`src/rtl/hazard_ctrl.sv`:
```
// hazard_ctrl: pipeline feedback control. Detects load-use, redirect and
// data-memory wait hazards, drives stall/flush commands to PC, IF/ID and
// ID/EX, and selects EX/MEM forwarding for the EX-stage ALU operands.
// Multi-cycle flushes and bubbles are sequenced by a small FSM; a memory
// wait freezes that FSM and resumes it where it left off.
module hazard_ctrl #(
  parameter int REG_AW       = 3,
  parameter int FLUSH_CYCLES = 2,
  parameter int LU_BUBBLES   = 1,
  parameter int CNT_W        = 16
) (
  input  logic              clk,
  input  logic              reset,
  input  logic [REG_AW-1:0] rs_addr_ID,
  input  logic [REG_AW-1:0] rt_addr_ID,
  input  logic              use_rs_ID,
  input  logic              use_rt_ID,
  input  logic [REG_AW-1:0] addr3_EX,
  input  logic              wite_reg_EX,
  input  logic              read_mem_EX,
  input  logic [1:0]        jp_flag_EX,
  input  logic              branch_taken_EX,
  input  logic [REG_AW-1:0] addr3_MEM,
  input  logic              wite_reg_MEM,
  input  logic              read_mem_MEM,
  input  logic              mem_ready,
  output logic              stall_PC,
  output logic              stall_IFID,
  output logic              stall_IDEX,
  output logic              flush_IFID,
  output logic              flush_IDEX,
  output logic [1:0]        fwd_a_sel,
  output logic [1:0]        fwd_b_sel,
  output logic [1:0]        hz_state,
  output logic [CNT_W-1:0]  stall_cnt
);

  localparam logic [1:0] S_RUN   = 2'b00;
  localparam logic [1:0] S_FLUSH = 2'b01;
  localparam logic [1:0] S_LU    = 2'b10;
  localparam logic [1:0] S_MW    = 2'b11;

  localparam logic [2:0] FL_INIT = 3'(FLUSH_CYCLES - 1);
  localparam logic [2:0] LU_INIT = 3'(LU_BUBBLES - 1);

  logic [1:0]       state_q, state_d;
  logic [2:0]       cnt_q, cnt_d;
  logic [1:0]       sav_state_q, sav_state_d;
  logic [2:0]       sav_cnt_q, sav_cnt_d;
  logic [CNT_W-1:0] stall_cnt_q;

  logic redirect, luse, mwait;
  logic rs_nz, rt_nz;
  logic [1:0] eff_state;
  logic [2:0] eff_cnt;
  logic s_pc, s_ifid, s_idex, f_ifid, f_idex;
  logic [1:0] fa, fb;

  assign rs_nz    = (rs_addr_ID != '0);
  assign rt_nz    = (rt_addr_ID != '0);
  // Reserved jp_flag 11 falls through as "no jump".
  assign redirect = (jp_flag_EX == 2'b01) | ((jp_flag_EX == 2'b10) & branch_taken_EX);
  assign luse     = read_mem_EX & wite_reg_EX & (addr3_EX != '0) &
                    ((use_rs_ID & rs_nz & (rs_addr_ID == addr3_EX)) |
                     (use_rt_ID & rt_nz & (rt_addr_ID == addr3_EX)));
  assign mwait    = read_mem_MEM & ~mem_ready;

  // In MEM_WAIT the frozen sequence is what drives behaviour once mwait drops.
  assign eff_state = (state_q == S_MW) ? sav_state_q : state_q;
  assign eff_cnt   = (state_q == S_MW) ? sav_cnt_q   : cnt_q;

  // Command generation and next-state; priority mwait > redirect > luse.
  always_comb begin
    s_pc        = 1'b0;
    s_ifid      = 1'b0;
    s_idex      = 1'b0;
    f_ifid      = 1'b0;
    f_idex      = 1'b0;
    state_d     = state_q;
    cnt_d       = cnt_q;
    sav_state_d = sav_state_q;
    sav_cnt_d   = sav_cnt_q;
    if (mwait) begin
      s_pc    = 1'b1;
      s_ifid  = 1'b1;
      s_idex  = 1'b1;
      state_d = S_MW;
      // Only capture on entry; staying in MEM_WAIT keeps the original snapshot.
      if (state_q != S_MW) begin
        sav_state_d = state_q;
        sav_cnt_d   = cnt_q;
      end
    end else begin
      case (eff_state)
        S_RUN, S_LU: begin
          if (redirect) begin
            f_ifid = 1'b1;
            f_idex = 1'b1;
            if (FLUSH_CYCLES > 1) begin
              state_d = S_FLUSH;
              cnt_d   = FL_INIT;
            end else begin
              state_d = S_RUN;
              cnt_d   = 3'd0;
            end
          end else if (eff_state == S_LU) begin
            s_pc   = 1'b1;
            s_ifid = 1'b1;
            f_idex = 1'b1;
            if (eff_cnt <= 3'd1) begin
              state_d = S_RUN;
              cnt_d   = 3'd0;
            end else begin
              state_d = S_LU;
              cnt_d   = eff_cnt - 3'd1;
            end
          end else if (luse) begin
            s_pc   = 1'b1;
            s_ifid = 1'b1;
            f_idex = 1'b1;
            if (LU_BUBBLES > 1) begin
              state_d = S_LU;
              cnt_d   = LU_INIT;
            end else begin
              state_d = S_RUN;
              cnt_d   = 3'd0;
            end
          end else begin
            state_d = S_RUN;
            cnt_d   = 3'd0;
          end
        end
        S_FLUSH: begin
          // EX only holds bubbles here, so redirect is not looked at.
          f_ifid = 1'b1;
          f_idex = 1'b1;
          if (eff_cnt <= 3'd1) begin
            state_d = S_RUN;
            cnt_d   = 3'd0;
          end else begin
            state_d = S_FLUSH;
            cnt_d   = eff_cnt - 3'd1;
          end
        end
        default: begin
          state_d = S_RUN;
          cnt_d   = 3'd0;
        end
      endcase
    end
  end

  // Operand forwarding; EX beats MEM, loads in EX have no result yet.
  always_comb begin
    fa = 2'b00;
    fb = 2'b00;
    if (wite_reg_EX & ~read_mem_EX & rs_nz & (addr3_EX == rs_addr_ID))
      fa = 2'b01;
    else if (wite_reg_MEM & rs_nz & (addr3_MEM == rs_addr_ID))
      fa = 2'b10;
    if (wite_reg_EX & ~read_mem_EX & rt_nz & (addr3_EX == rt_addr_ID))
      fb = 2'b01;
    else if (wite_reg_MEM & rt_nz & (addr3_MEM == rt_addr_ID))
      fb = 2'b10;
  end

  // Output gating: everything quiet while reset is held.
  always_comb begin
    stall_PC   = s_pc   & ~reset;
    stall_IFID = s_ifid & ~reset;
    stall_IDEX = s_idex & ~reset;
    flush_IFID = f_ifid & ~reset;
    flush_IDEX = f_idex & ~reset;
    fwd_a_sel  = reset ? 2'b00 : fa;
    fwd_b_sel  = reset ? 2'b00 : fb;
  end

  assign hz_state  = state_q;
  assign stall_cnt = stall_cnt_q;

  // FSM registers and saturating stall counter.
  always_ff @(posedge clk) begin
    if (reset) begin
      state_q     <= S_RUN;
      cnt_q       <= 3'd0;
      sav_state_q <= S_RUN;
      sav_cnt_q   <= 3'd0;
      stall_cnt_q <= '0;
    end else begin
      state_q     <= state_d;
      cnt_q       <= cnt_d;
      sav_state_q <= sav_state_d;
      sav_cnt_q   <= sav_cnt_d;
      if (stall_PC && (stall_cnt_q != '1))
        stall_cnt_q <= stall_cnt_q + 1'b1;
    end
  end

endmodule

```
`config.mk`:
```
export PLATFORM = sky130hd
export DESIGN_NAME = hazard_ctrl
export DESIGN_NICKNAME = d
export VERILOG_FILES = /design/src/rtl/hazard_ctrl.sv
export SDC_FILE = /design/constraint.sdc
export NUM_CORES = 1
export LEC_CHECK = 0
export ABC_AREA = 1
export BUFFER_PORTS_ARGS = -buffer_cell sky130_fd_sc_hd__clkbuf_2
export CORE_MARGIN = 5
export CORE_UTILIZATION = 47
export DETAILED_ROUTE_END_ITERATION = 10
export PLACE_DENSITY_LB_ADDON = 0.15
export SYNTH_ARGS = -nofsm -noshare
export SYNTH_HDL_FRONTEND = slang
export SYNTH_SLANG_ARGS = --single-unit
```
`constraint.sdc`:
```
create_clock -name clk -period 1.5 [get_ports clk]
set_input_delay 0.3 -clock clk [delete_from_list [all_inputs] [get_ports clk]]
set_output_delay 0.3 -clock clk [all_outputs]
set_load 0.05 [all_outputs]
```
**Yosys cells after proc, flatten, opt, wreduce, memory -nomap -nowiden**

Index checks and enable logic that the tools add are counted.

- $add $sub $neg: 2
- $lt $le $gt $ge: 1
- Equality and inequality tests: 13
- Multiplexer cells: 30
- Bitwise operators: 27
- Reduce and logical (&&, ||, !) cells: 7

Operators with widths:

| cell | number |
|---|---|
| $and 1x1->1 | 22 |
| $mux 2 | 11 |
| $eq 3x3->1 | 6 |
| $add 16x1->16 const B | 1 |
| $ne 16x16->1 const B | 1 |
| $mux 3 | 4 |
| $mux 1 | 11 |
| $reduce_bool 3->1 | 3 |
| $eq 2x2->1 const B | 3 |
| $pmux 3 s2 | 1 |
| $eq 2x1->1 const B | 2 |
| $pmux 1 s2 | 2 |
| $pmux 2 s2 | 1 |
| $le 3x1->1 const B | 1 |
| $not 1->1 | 3 |
| $sub 3x1->3 const B | 1 |
| $logic_not 2->1 | 1 |
| $ne 2x2->1 const B | 1 |
| $or 1x1->1 | 2 |
| $reduce_and 2->1 | 1 |
| $reduce_or 2->1 | 1 |
| $logic_and 1x1->1 | 1 |

- Flip-flop bits (word level): 26
- Bits of input ports: 24
- Output and inout port bits: 27
- Logic and storage cells: 85

**Depth between registers and ports, before layout**

Gate-level depths: netlist of the first run.

- Depth after elaboration: 12
- Depth in mapped cells: 14

**Worst setup path after synthesis of the first run**

OpenSTA, ideal clock, no wires.

- Kind: reg2out
- Start: reg state_q[0], in the netlist hz_state[0]
- End: out flush_IDEX
- Arrival time: 2.298 ns
- Data required time: 1.200 ns
- Path slack: -1.098 ns
- Stages on the path, launching flop included: 7
- Path buffers: 0
- Cell sequence: dfxtp_1 > inv_1 > o21ai_0 > nand2_1 > inv_1 > nor2_1 > o21ai_0

- Longest elaborated chain between the ends: 8

RTL lines:

| item | RTL line | source |
|---|---|---|
| start: declaration | 46 | `logic [1:0] state_q, state_d;` |
| start signal: assignment | 190 | `state_q <= state_d;` |
| $eq 2x2->1 | 69 | `assign eff_state = (state_q == S_MW) ? sav_state_q : state_q;` |
| $mux 2 * | 69 |  |
| $eq 2x2->1 | 94, 106 |  |
| $mux 1 | 106 | `end else if (eff_state == S_LU) begin` |
| $mux 1 | 96 | `if (redirect) begin` |
| $pmux 1 s2 * | 94 | `case (eff_state)` |
| $mux 1 * | 83 | `if (mwait) begin` |
| $and 1x1->1 * | 173 | `flush_IDEX = f_idex & ~reset;` |
| end: declaration | 31 | `output logic flush_IDEX,` |

Mark *: on every way between the ends. The rest lies on a longest branch, timed or not.

**Worst setup path in the final report of the first run**

- Start: in rt_addr_ID[1]
- End: out stall_PC

- Longest elaborated chain between the ends: 11

RTL lines:

| item | RTL line | source |
|---|---|---|
| start: declaration | 15 | `input logic [REG_AW-1:0] rt_addr_ID,` |
| $reduce_bool 3->1 | 60 | `assign rt_nz = (rt_addr_ID != '0);` |
| $and 1x1->1 | 65 | `(use_rt_ID & rt_nz & (rt_addr_ID == addr3_EX)));` |
| $and 1x1->1 * | 65 |  |
| $or 1x1->1 * | 64 | `((use_rs_ID & rs_nz & (rs_addr_ID == addr3_EX)) \|` |
| $and 1x1->1 * | 63 | `assign luse = read_mem_EX & wite_reg_EX & (addr3_EX != '0) &` |
| $mux 1 * | 117 | `end else if (luse) begin` |
| $mux 1 * | 106 |  |
| $mux 1 * | 96 |  |
| $mux 1 * | 94 |  |
| $mux 1 * | 83 |  |
| $and 1x1->1 * | 169 | `stall_PC = s_pc & ~reset;` |
| end: declaration | 27 | `output logic stall_PC,` |

Marks and branches as above.

==> results of run 1 <==
[metal layers]
layer	part of all wire	routed length, um	GRT usage
met1	0.37	2920	0.252
met2	0.49	3890	0.376
met3	0.075	595	0.0369
met4	0.065	516	0.0418
met5	0	0	0
[path summary, 6_finish.rpt]
| kind | from | slack, ns | cells after the start | endpoint |
|---|---|---|---|---|
| max reg2reg | hz_state[1] | -0.27 | 9 | stall_cnt[11] |
| max | rt_addr_ID[1] | -0.40 | 13 | stall_PC |
| min | mem_ready | 0.45 | 5 | sav_state_q[0] |
| min reg2reg | sav_state_q[1] | 0.50 | 2 | sav_state_q[1] |
[layout by cell type, fill, tap and decap left out, types with 10 or more instances in the layout]
cell / instances
a21oi_1: 12
a21oi_2: 13
buf_4: 49
clkbuf_2: 35
dfxtp_1: 10
inv_1: 22
nand2_1: 38
nand2_2: 23
nand3_1: 11
nand3_2: 11
nor2_1: 17
[critical path, cell delays in order]
cell and delay, ns:
clkbuf_8 0.12, inv_4 0.04, nand2_1 0.09, nand2_2 0.07
nor2_4 0.13, nand3_1 0.11, nand2_1 0.11, nand2_1 0.10
nand2_2 0.11, nand2_2 0.07, nand2_4 0.11, buf_6 0.10
buf_12 0.12
[area by class of cell]
type,instances,share of cell area
clock inverter,1,0.00933
clock buffer,3,0.0128
tap,48,0.0187
multi-input combinational,199,0.443
timing repair buffer,111,0.294
sequential,26,0.173
inverter,37,0.0486
[power by group]
group	internal [uW]	total (uW)	switching, uW
logic	259	593	334
registers	698	710	12.4
clock network	357	593	236
[cells in the mapped netlist]
library cell  number  share of area
nor3b_1            2         0.0086
nor3_4             1         0.0093
a21boi_0           1         0.0043
ha_1               1         0.0071
o22ai_1            2         0.0071
buf_6              3          0.019
nor3_1             4          0.011
nor2_1            30          0.064
o31ai_1            1         0.0043
clkbuf_1           3         0.0064
a21oi_1           23          0.066
dfxtp_1           26           0.30
or2_2              1         0.0036
inv_2              2         0.0043
a221oi_1           1         0.0050
a21oi_2            3          0.015
nand2_4            2          0.013
buf_2              1         0.0029
o211ai_1           1         0.0043
nand4_1            4          0.014
nor2_2             1         0.0036
nand2_2            3          0.011
o21ai_0            8          0.023
inv_1             34          0.073
buf_4              1         0.0043
a211oi_1           3          0.013
nor3b_2            1         0.0071
nor2_4             1         0.0064
a31oi_1            1         0.0036
xor2_1             7          0.035
clkinv_1           1         0.0021
nand2_1           63           0.14
nor4_1             1         0.0036
xnor2_1            8          0.040
o2111a_1           1         0.0064
nand3_1           23          0.066
[cells by family after synthesis]
group / count (synthesis) / share of synthesized area
compound gates: 45 / 0.152
xor+xnor: 15 / 0.0751
fa+ha+maj: 1 / 0.00715
buf+inv: 45 / 0.112
flops: 26 / 0.297
simple gates: 137 / 0.357
[registers in the layout, indices dropped and copies added, names as in the netlist]
name	flops
cnt_q	3
hz_state	2
sav_cnt_q	3
sav_state_q	2
stall_cnt	16
[what timing repair did]
item / CTS / global route
cloned: 0 / 3
buffers inserted: 12 / 8
pin swaps: 21 / 28
gates resized for setup: 62 / 55
setup endpoints to repair: 26 / 27
[through the flow]
| step | util | setup slack, ns | hold WS, ns |
|---|---|---|---|
| 3_5_place_dp | 0.698 | -0.299 | 0.470 |
| 5_1_grt | 0.886 | -0.466 | 0.467 |
| 3_3_place_gp | 0.698 | -0.222 | 0.467 |
| 6_report | 0.886 | -0.397 | 0.453 |
| 2_1_floorplan | - | -0.149 | 0.449 |
| 4_1_cts | 0.806 | -0.234 | 0.439 |
==> qor.csv, run 1 <==
metric,value,unit
outcome,"complete, but fails checks",
failing checks,setup timing,
initial antenna violation count,0,
clock latency on the worst-skew pair,0.28,ns
cell count after placement,403,
routed vias,2477,
drt wl/cell,18.6,um
Synth-to-Final Area Change,83.9,%
Max Cap Violations,0,
grt ovf,0,
Pwr Density,589,nW/um^2
# setup viols final,25,
number of synthesized register bits,26,
Mapped Cells,269,
"Period Utilization, post-route",1.26,
placed cell areas,2530,um^2
Setup TNS Final,-5.51,ns
clock sink count,26,
WS Path Type,input port to output pin,
final hold violations,0,
die height,71.0,um
DR DRC count,0,
WP data required,1.20,ns
DIE AREA,5040,um^2
Clock transition at path regs,0.09,ns
Worst setup SP type,input port,
Post-Route WL,7920,um
Max Slew Vio Count,0,
CTS H-tree lvls,1,
crit-path max FO,3,
CP arrival,1.60,ns
"Warnings, synthesis",0,
# fillers,155,
Placer Congestion,0.866,
Sequential Area,558,um^2
number of port buffers,50,
VDD IR max,0.000598,V
layout cells sized above 1,0.615,
"Seq/Total Area, Yosys",0.297,
Clock Path Buffers,2,
Initial Util,0.482,
area of the multi-input gates,1430,um^2
Post-Layout Cell Count,425,
Finished Cell Area,3220,um^2
Worst Hold Class,input port to register,
Synth cell types,36,
vias in the first global route,2035,
Least-Margin Pin Slew,0.384,ns
root buffer cell,clkbuf_8,
final worst setup slack,-0.397,ns
max_slew headroom,0.743,
number of routed nets with antenna violations,0,
final net count,403,
Max Fclk,527,MHz
Syn Std Cell Area,1750,um^2
crit end category,output pin,
Mapped Nets,294,
row cnt,22,
static leakage,0.00143,uW
Clock Skew,0.00756,ns
hpwl dp,3780,um
DR iter-0 viols,281,
RSZ-0062 raised after global routing,true,
GRT Util Overall,0.206,
Final Total Pwr,1900,uW
cts hold-fix bufs,0,
diode count,0,
io pins,51,
synthesized area per cell,6.51,um^2
DR vias/cell,5.83,
drt pass-1 iters,7,
first-pass GRT wire length,8710,um
core area,3630,um^2
die width,71.0,um
TritonCTS clock tree,built,
min cycle time layout,1.90,ns
total CTS buffers,3,
largest net degree at the start of global routing,22,
(Power assumes the default switching activity.)
==> run 2: changes to the inputs <==
- MAX_ROUTING_LAYER: unset -> met4
==> run 2 against run 1 <==
- the run still ends with setup timing left
- hold slack lost 0.0022 ns
- power grew 0.12%
- cell count is the same
- critical endpoint unchanged
- clock power is essentially flat
- first-iteration DRC count grew 4.6%
- maximum frequency shrank 0.44%
- register-to-register slack is essentially flat
- flip-flop and latch count is the same
- largest power group unchanged
- critical path depth is the same
==> qor.csv, run 2 (synthesis results as in run 1) <==
metric,value,unit,change
outcome,"complete, but fails checks",,unchanged
failing checks,setup timing,,unchanged
Finished Cell Area,3220,um^2,unchanged
final hold violations,0,,unchanged
core area,3630,um^2,unchanged
DR iter-0 viols,294,,was 281
total CTS buffers,3,,unchanged
static leakage,0.00143,uW,unchanged
io pins,51,,unchanged
Initial Util,0.482,,unchanged
Worst Hold Class,input port to register,,unchanged
Max Slew Vio Count,0,,unchanged
VDD IR max,0.000599,V,was 0.000598 V
Worst setup SP type,input port,,unchanged
CTS H-tree lvls,1,,unchanged
"Period Utilization, post-route",1.27,,was 1.26
number of port buffers,50,,unchanged
crit-path most repeated cell,nand2_1,,
Clock transition at path regs,0.09,ns,about the same
number of routed nets with antenna violations,0,,unchanged
row cnt,22,,unchanged
Clock Skew,0.00883,ns,was 0.00756 ns
"commonest non-fill, non-tap cell in the layout",buf_4,,unchanged
Largest register FFs,16,,unchanged
Pwr Density,590,nW/um^2,was 589 nW/um^2
CP Launch Point,rt_addr_ID[2],,was rt_addr_ID[1]
die width,71.0,um,unchanged
clock latency on the worst-skew pair,0.28,ns,about the same
layout cells sized above 1,0.615,,unchanged
max_slew headroom,0.741,,was 0.743
clock sink count,26,,unchanged
Synth-to-Final Area Change,83.9,%,unchanged
slowest cell delay on critical path,0.12,ns,was 0.13 ns
first-pass GRT wire length,8710,um,about the same
Post-Layout Cell Count,425,,unchanged
diode count,0,,unchanged
cts hold-fix bufs,0,,unchanged
RSZ-0062 raised after global routing,true,,unchanged
vias in the first global route,2035,,unchanged
initial antenna violation count,0,,unchanged
grt ovf,0,,unchanged
die height,71.0,um,unchanged
Placer Congestion,0.881,,was 0.866
placed cell areas,2530,um^2,unchanged
CP max stage cell,nor2_4,,unchanged
TritonCTS clock tree,built,,unchanged
most frequent cells in the layout,"buf_4, nand2_1, clkbuf_2",,unchanged
Clock Path Buffers,2,,unchanged
crit-path max FO,4,,was 3
final net count,403,,unchanged
cell count after placement,403,,unchanged
DR vias/cell,5.90,,was 5.83
hpwl dp,3780,um,unchanged
GRT Util Overall,0.212,,was 0.206
crit end category,output pin,,unchanged
drt wl/cell,18.7,um,was 18.6 um
WS Path Type,input port to output pin,,unchanged
Max Cap Violations,0,,unchanged
WP data required,1.20,ns,about the same
min cycle time layout,1.91,ns,was 1.90 ns
root buffer cell,clkbuf_8,,unchanged
# fillers,155,,unchanged
DIE AREA,5040,um^2,unchanged
largest net degree at the start of global routing,22,,unchanged
# setup viols final,25,,unchanged
Least-Margin Pin Slew,0.386,ns,was 0.384 ns
"Cell Chain, Critical Path","clkbuf_8, inv_1, nand2_1, nand2_1, nor2_4, nand3_1, nand2_1, nand2_1, nand2_2, nand2_2, nand2_4, buf_6, buf_12",,"was clkbuf_8, inv_4, nand2_1, nand2_2, nor2_4, nand3_1, nand2_1, nand2_1, nand2_2, nand2_2, nand2_4, buf_6, buf_12"
reg-to-reg critical path startpoint,hz_state[1],,unchanged
final worst setup slack,-0.405,ns,was -0.397 ns
Max Fclk,525,MHz,was 527 MHz
Post-Route WL,7960,um,was 7920 um
drt pass-1 iters,6,,was 7
Worst Min Path Start,mem_ready,,unchanged
CP arrival,1.61,ns,was 1.60 ns
routed vias,2508,,was 2477
DR DRC count,0,,unchanged
-- run 2: cell counts in the layout (fill, tap and decap cells not counted) --
No cell type changed its count.
-- run 2: critical path: cells and delay by family --
family | cells | cell delay, ns
and+or+nand+nor | 9 | 0.91
buffers and inverters | 4 | 0.37
-- run 2: path summary, 6_finish.rpt --
kind | endpoint | depth (start not counted) | slack [ns]
setup / recovery | stall_PC | 13 | -0.41
setup reg to reg | stall_cnt[11] | 9 | -0.27
hold reg to reg | sav_state_q[1] | 2 | 0.49
hold / removal | sav_state_q[0] | 5 | 0.45
-- run 2: metrics by stage --
stage               setup TNS (ns)  total power [uW]   util  setup slack (ns)  hold slack (ns)
floorplan                    -1.98               984      -            -0.149            0.449
global placement             -3.49              1130  0.698            -0.222            0.467
detailed placement           -5.10              1140  0.698            -0.299            0.470
CTS                         -0.965              1790  0.806            -0.234            0.439
global route                 -7.69              1960  0.886            -0.486            0.467
finish                       -5.73              1900  0.886            -0.405            0.451
-- run 2: where the power goes --
group | total (uW) | switching (uW) | leakage (uW) | internal, uW
Clock | 595 | 238 | 0.0000357 | 357
Sequential | 710 | 12.5 | 0.000221 | 698
Combinational | 594 | 334 | 0.00117 | 259
-- run 2: per-layer routing --
layer  track usage  share of wire  up-vias
li1              -              -     1093
met1         0.252           0.37     1158
met4        0.0418          0.065        0
met3        0.0369          0.076       73
met5             -              0        -
met2         0.376           0.49      184
-- run 2: area by class of cell --
type / instances / area, um^2 / share of cell area
clock buffer: 3 / 41.3 / 0.0128
clock inverter: 1 / 30.0 / 0.00933
inverter: 37 / 156 / 0.0486
multi-input combinational: 199 / 1430 / 0.443
sequential: 26 / 558 / 0.173
tap: 48 / 60.1 / 0.0187
timing repair buffer: 111 / 947 / 0.294
-- run 2: timing repair --
| item | CTS | global route |
|---|---|---|
| pin swaps | 21 | 28 |
| setup endpoints to repair | 26 | 27 |
| cloned | 0 | 3 |
| buffers inserted | 12 | 8 |
| resized for setup | 62 | 55 |
==> run 3: changes to the inputs <==
- CORE_MARGIN: 5 -> 10
==> run 3 against run 2 <==
- clock skew grew 0.00065 ns
- flip-flop and latch count did not move
- sequential share of layout area is 1.1 points lower
- critical path type is now register to output pin
- utilization up 5.7 points
- maximum frequency up 0.14%
- combinational power grew 16%
- setup slack improved by 0.0026 ns
- first-iteration DRC count rose by 22%
- the run still ends with setup timing left
- largest cell class unchanged
- global-route usage shrank 1.9 points
- non-clock buffer count is 1 lower
- critical path depth shrank 5
- hold slack better by 0.010 ns
==> qor.csv, run 3 (synthesis results as in run 1) <==
metric,value,unit,change
WP data required,1.20,ns,about the same
drt pass-1 iters,6,,unchanged
static leakage,0.00150,uW,was 0.00143 uW
Sw Pwr,666,uW,was 585 uW
diode count,0,,unchanged
core area,3630,um^2,unchanged
Max Slew Vio Count,0,,unchanged
grt ovf,0,,unchanged
WS Path Type,register to output pin,,was input port to output pin
Max Fclk,526,MHz,was 525 MHz
"commonest non-fill, non-tap cell in the layout",buf_4,,unchanged
number of port buffers,50,,unchanged
Least-Margin Pin Slew,0.493,ns,was 0.386 ns
row cnt,22,,unchanged
RSZ-0062 raised after global routing,true,,unchanged
root buffer cell,clkbuf_8,,unchanged
internal power,1350,uW,was 1310 uW
Worst setup SP type,register,,was input port
TritonCTS clock tree,built,,unchanged
Logic pwr share,0.342,,was 0.313
Finished Cell Area,3430,um^2,was 3220 um^2
routed vias,2654,,was 2508
most frequent cells in the layout,"buf_4, clkbuf_2, nand2_1",,"was buf_4, nand2_1, clkbuf_2"
number of routed nets with antenna violations,0,,unchanged
min cycle time layout,1.90,ns,was 1.91 ns
outcome,"complete, but fails checks",,unchanged
drt wl/cell,23.3,um,was 18.7 um
final worst setup slack,-0.402,ns,was -0.405 ns
vias in the first global route,2291,,was 2035
largest net degree at the start of global routing,16,,was 22
Post-Route WL,9890,um,was 7960 um
GRT Util Overall,0.194,,was 0.212
crit end category,output pin,,unchanged
final hold violations,0,,unchanged
Synth-to-Final Area Change,95.8,%,was 83.9%
die height,81.0,um,was 71.0 um
DIE AREA,6570,um^2,was 5040 um^2
max_slew headroom,0.671,,was 0.741
clock latency on the worst-skew pair,0.29,ns,was 0.28 ns
layout cells sized above 1,0.660,,was 0.615
placed cell areas,2640,um^2,was 2530 um^2
Clock Path Buffers,2,,unchanged
DR iter-0 viols,360,,was 294
Placer Congestion,0.869,,was 0.881
Pwr Density,590,nW/um^2,about the same
failing checks,setup timing,,unchanged
total CTS buffers,3,,unchanged
io pins,51,,unchanged
Largest register FFs,16,,unchanged
sequential power share,0.353,,was 0.374
Final Total Pwr,2020,uW,was 1900 uW
DR vias/cell,6.26,,was 5.90
Clock transition at path regs,0.11,ns,was 0.09 ns
Setup WS pre-CTS,-0.223,ns,was -0.299 ns
CP arrival,1.60,ns,was 1.61 ns
Post-Layout Cell Count,424,,was 425
crit-path max FO,3,,was 4
first-pass GRT wire length,10200,um,was 8710 um
# setup viols final,26,,was 25
CTS H-tree lvls,1,,unchanged
"Period Utilization, post-route",1.27,,about the same
cts hold-fix bufs,0,,unchanged
Clock Skew,0.00948,ns,was 0.00883 ns
Max Cap Violations,0,,unchanged
hpwl dp,4100,um,was 3780 um
final net count,402,,was 403
clock share of power,0.305,,was 0.314
Initial Util,0.482,,unchanged
die width,81.0,um,was 71.0 um
clock sink count,26,,unchanged
cell count after placement,405,,was 403
Worst Hold Class,input port to register,,unchanged
switching power share of the total,0.330,,was 0.308
DR DRC count,0,,unchanged
initial antenna violation count,0,,unchanged
VDD IR max,0.000597,V,was 0.000599 V
## run 3: changes by cell type in the layout (fill, tap and decap cells not counted), moves of 3 or more
cell	previous run	this run
clkbuf_8	8	3
nand2_1	38	32
nand3_1	11	8
nand2_4	5	15
buf_4	49	44
buf_6	8	12
nor2_4	8	12
nand2_2	23	19
nor2_1	17	14
buf_12	3	12
## run 3: timing repair
item | in CTS | in global routing
pin swaps | 21 | 30
setup endpoints to repair | 24 | 28
gates resized for setup | 57 | 101
cloned | 0 | 1
buffers inserted | 8 | 9
## run 3: routing by layer
| metal | part of all wire | wire [um] | GRT usage |
|---|---|---|---|
| met1 | 0.36 | 3610 | 0.212 |
| met2 | 0.49 | 4840 | 0.343 |
| met3 | 0.084 | 828 | 0.0386 |
| met4 | 0.062 | 611 | 0.0606 |
| met5 | 0 | 0 | - |
## run 3: power by group through the flow
stage / combinational [uW] / sequential, uW / clock, uW
after CTS: 525 / 709 / 585
after global placement: 449 / 723 / 0
after detailed placement: 456 / 724 / 0
after global routing: 716 / 714 / 642
after floorplan: 238 / 746 / 0
final: 692 / 713 / 616
## run 3: final cells by class
type / instances / area, um^2
inverters: 37 / 169
well taps: 48 / 60.1
clock buffers: 3 / 41.3
fillers: 107 / 206
repair buffers: 110 / 1010
multi-input cells: 199 / 1560
clock inverters: 1 / 30.0
flip-flops and latches: 26 / 558
## run 3: path summary, 6_finish.rpt
kind,endpoint,slack (ns),start,depth (start not counted)
max,flush_IDEX,-0.40,sav_state_q[0],8
min,stall_cnt[8],0.46,reset,3
max reg2reg,stall_cnt[11],-0.26,stall_cnt[0],11
min reg2reg,sav_cnt_q[2],0.50,sav_cnt_q[2],2
## run 3: metrics by stage
step	setup TNS, ns	hold WS, ns	utilization
after floorplan	-1.98	0.449	-
after global placement	-2.92	0.467	0.727
after detailed placement	-3.81	0.470	0.727
after CTS	-0.923	0.440	0.832
after global routing	-6.59	0.466	0.943
final	-4.95	0.461	0.943
## run 3: worst max-delay path, stage by stage (launching register included)
cell and delay (ns):
dfxtp_1 0.38, inv_2 0.08, a21oi_4 0.22, buf_6 0.15
nand2_4 0.06, inv_4 0.06, nor2_4 0.04, o21ai_4 0.16
buf_12 0.16
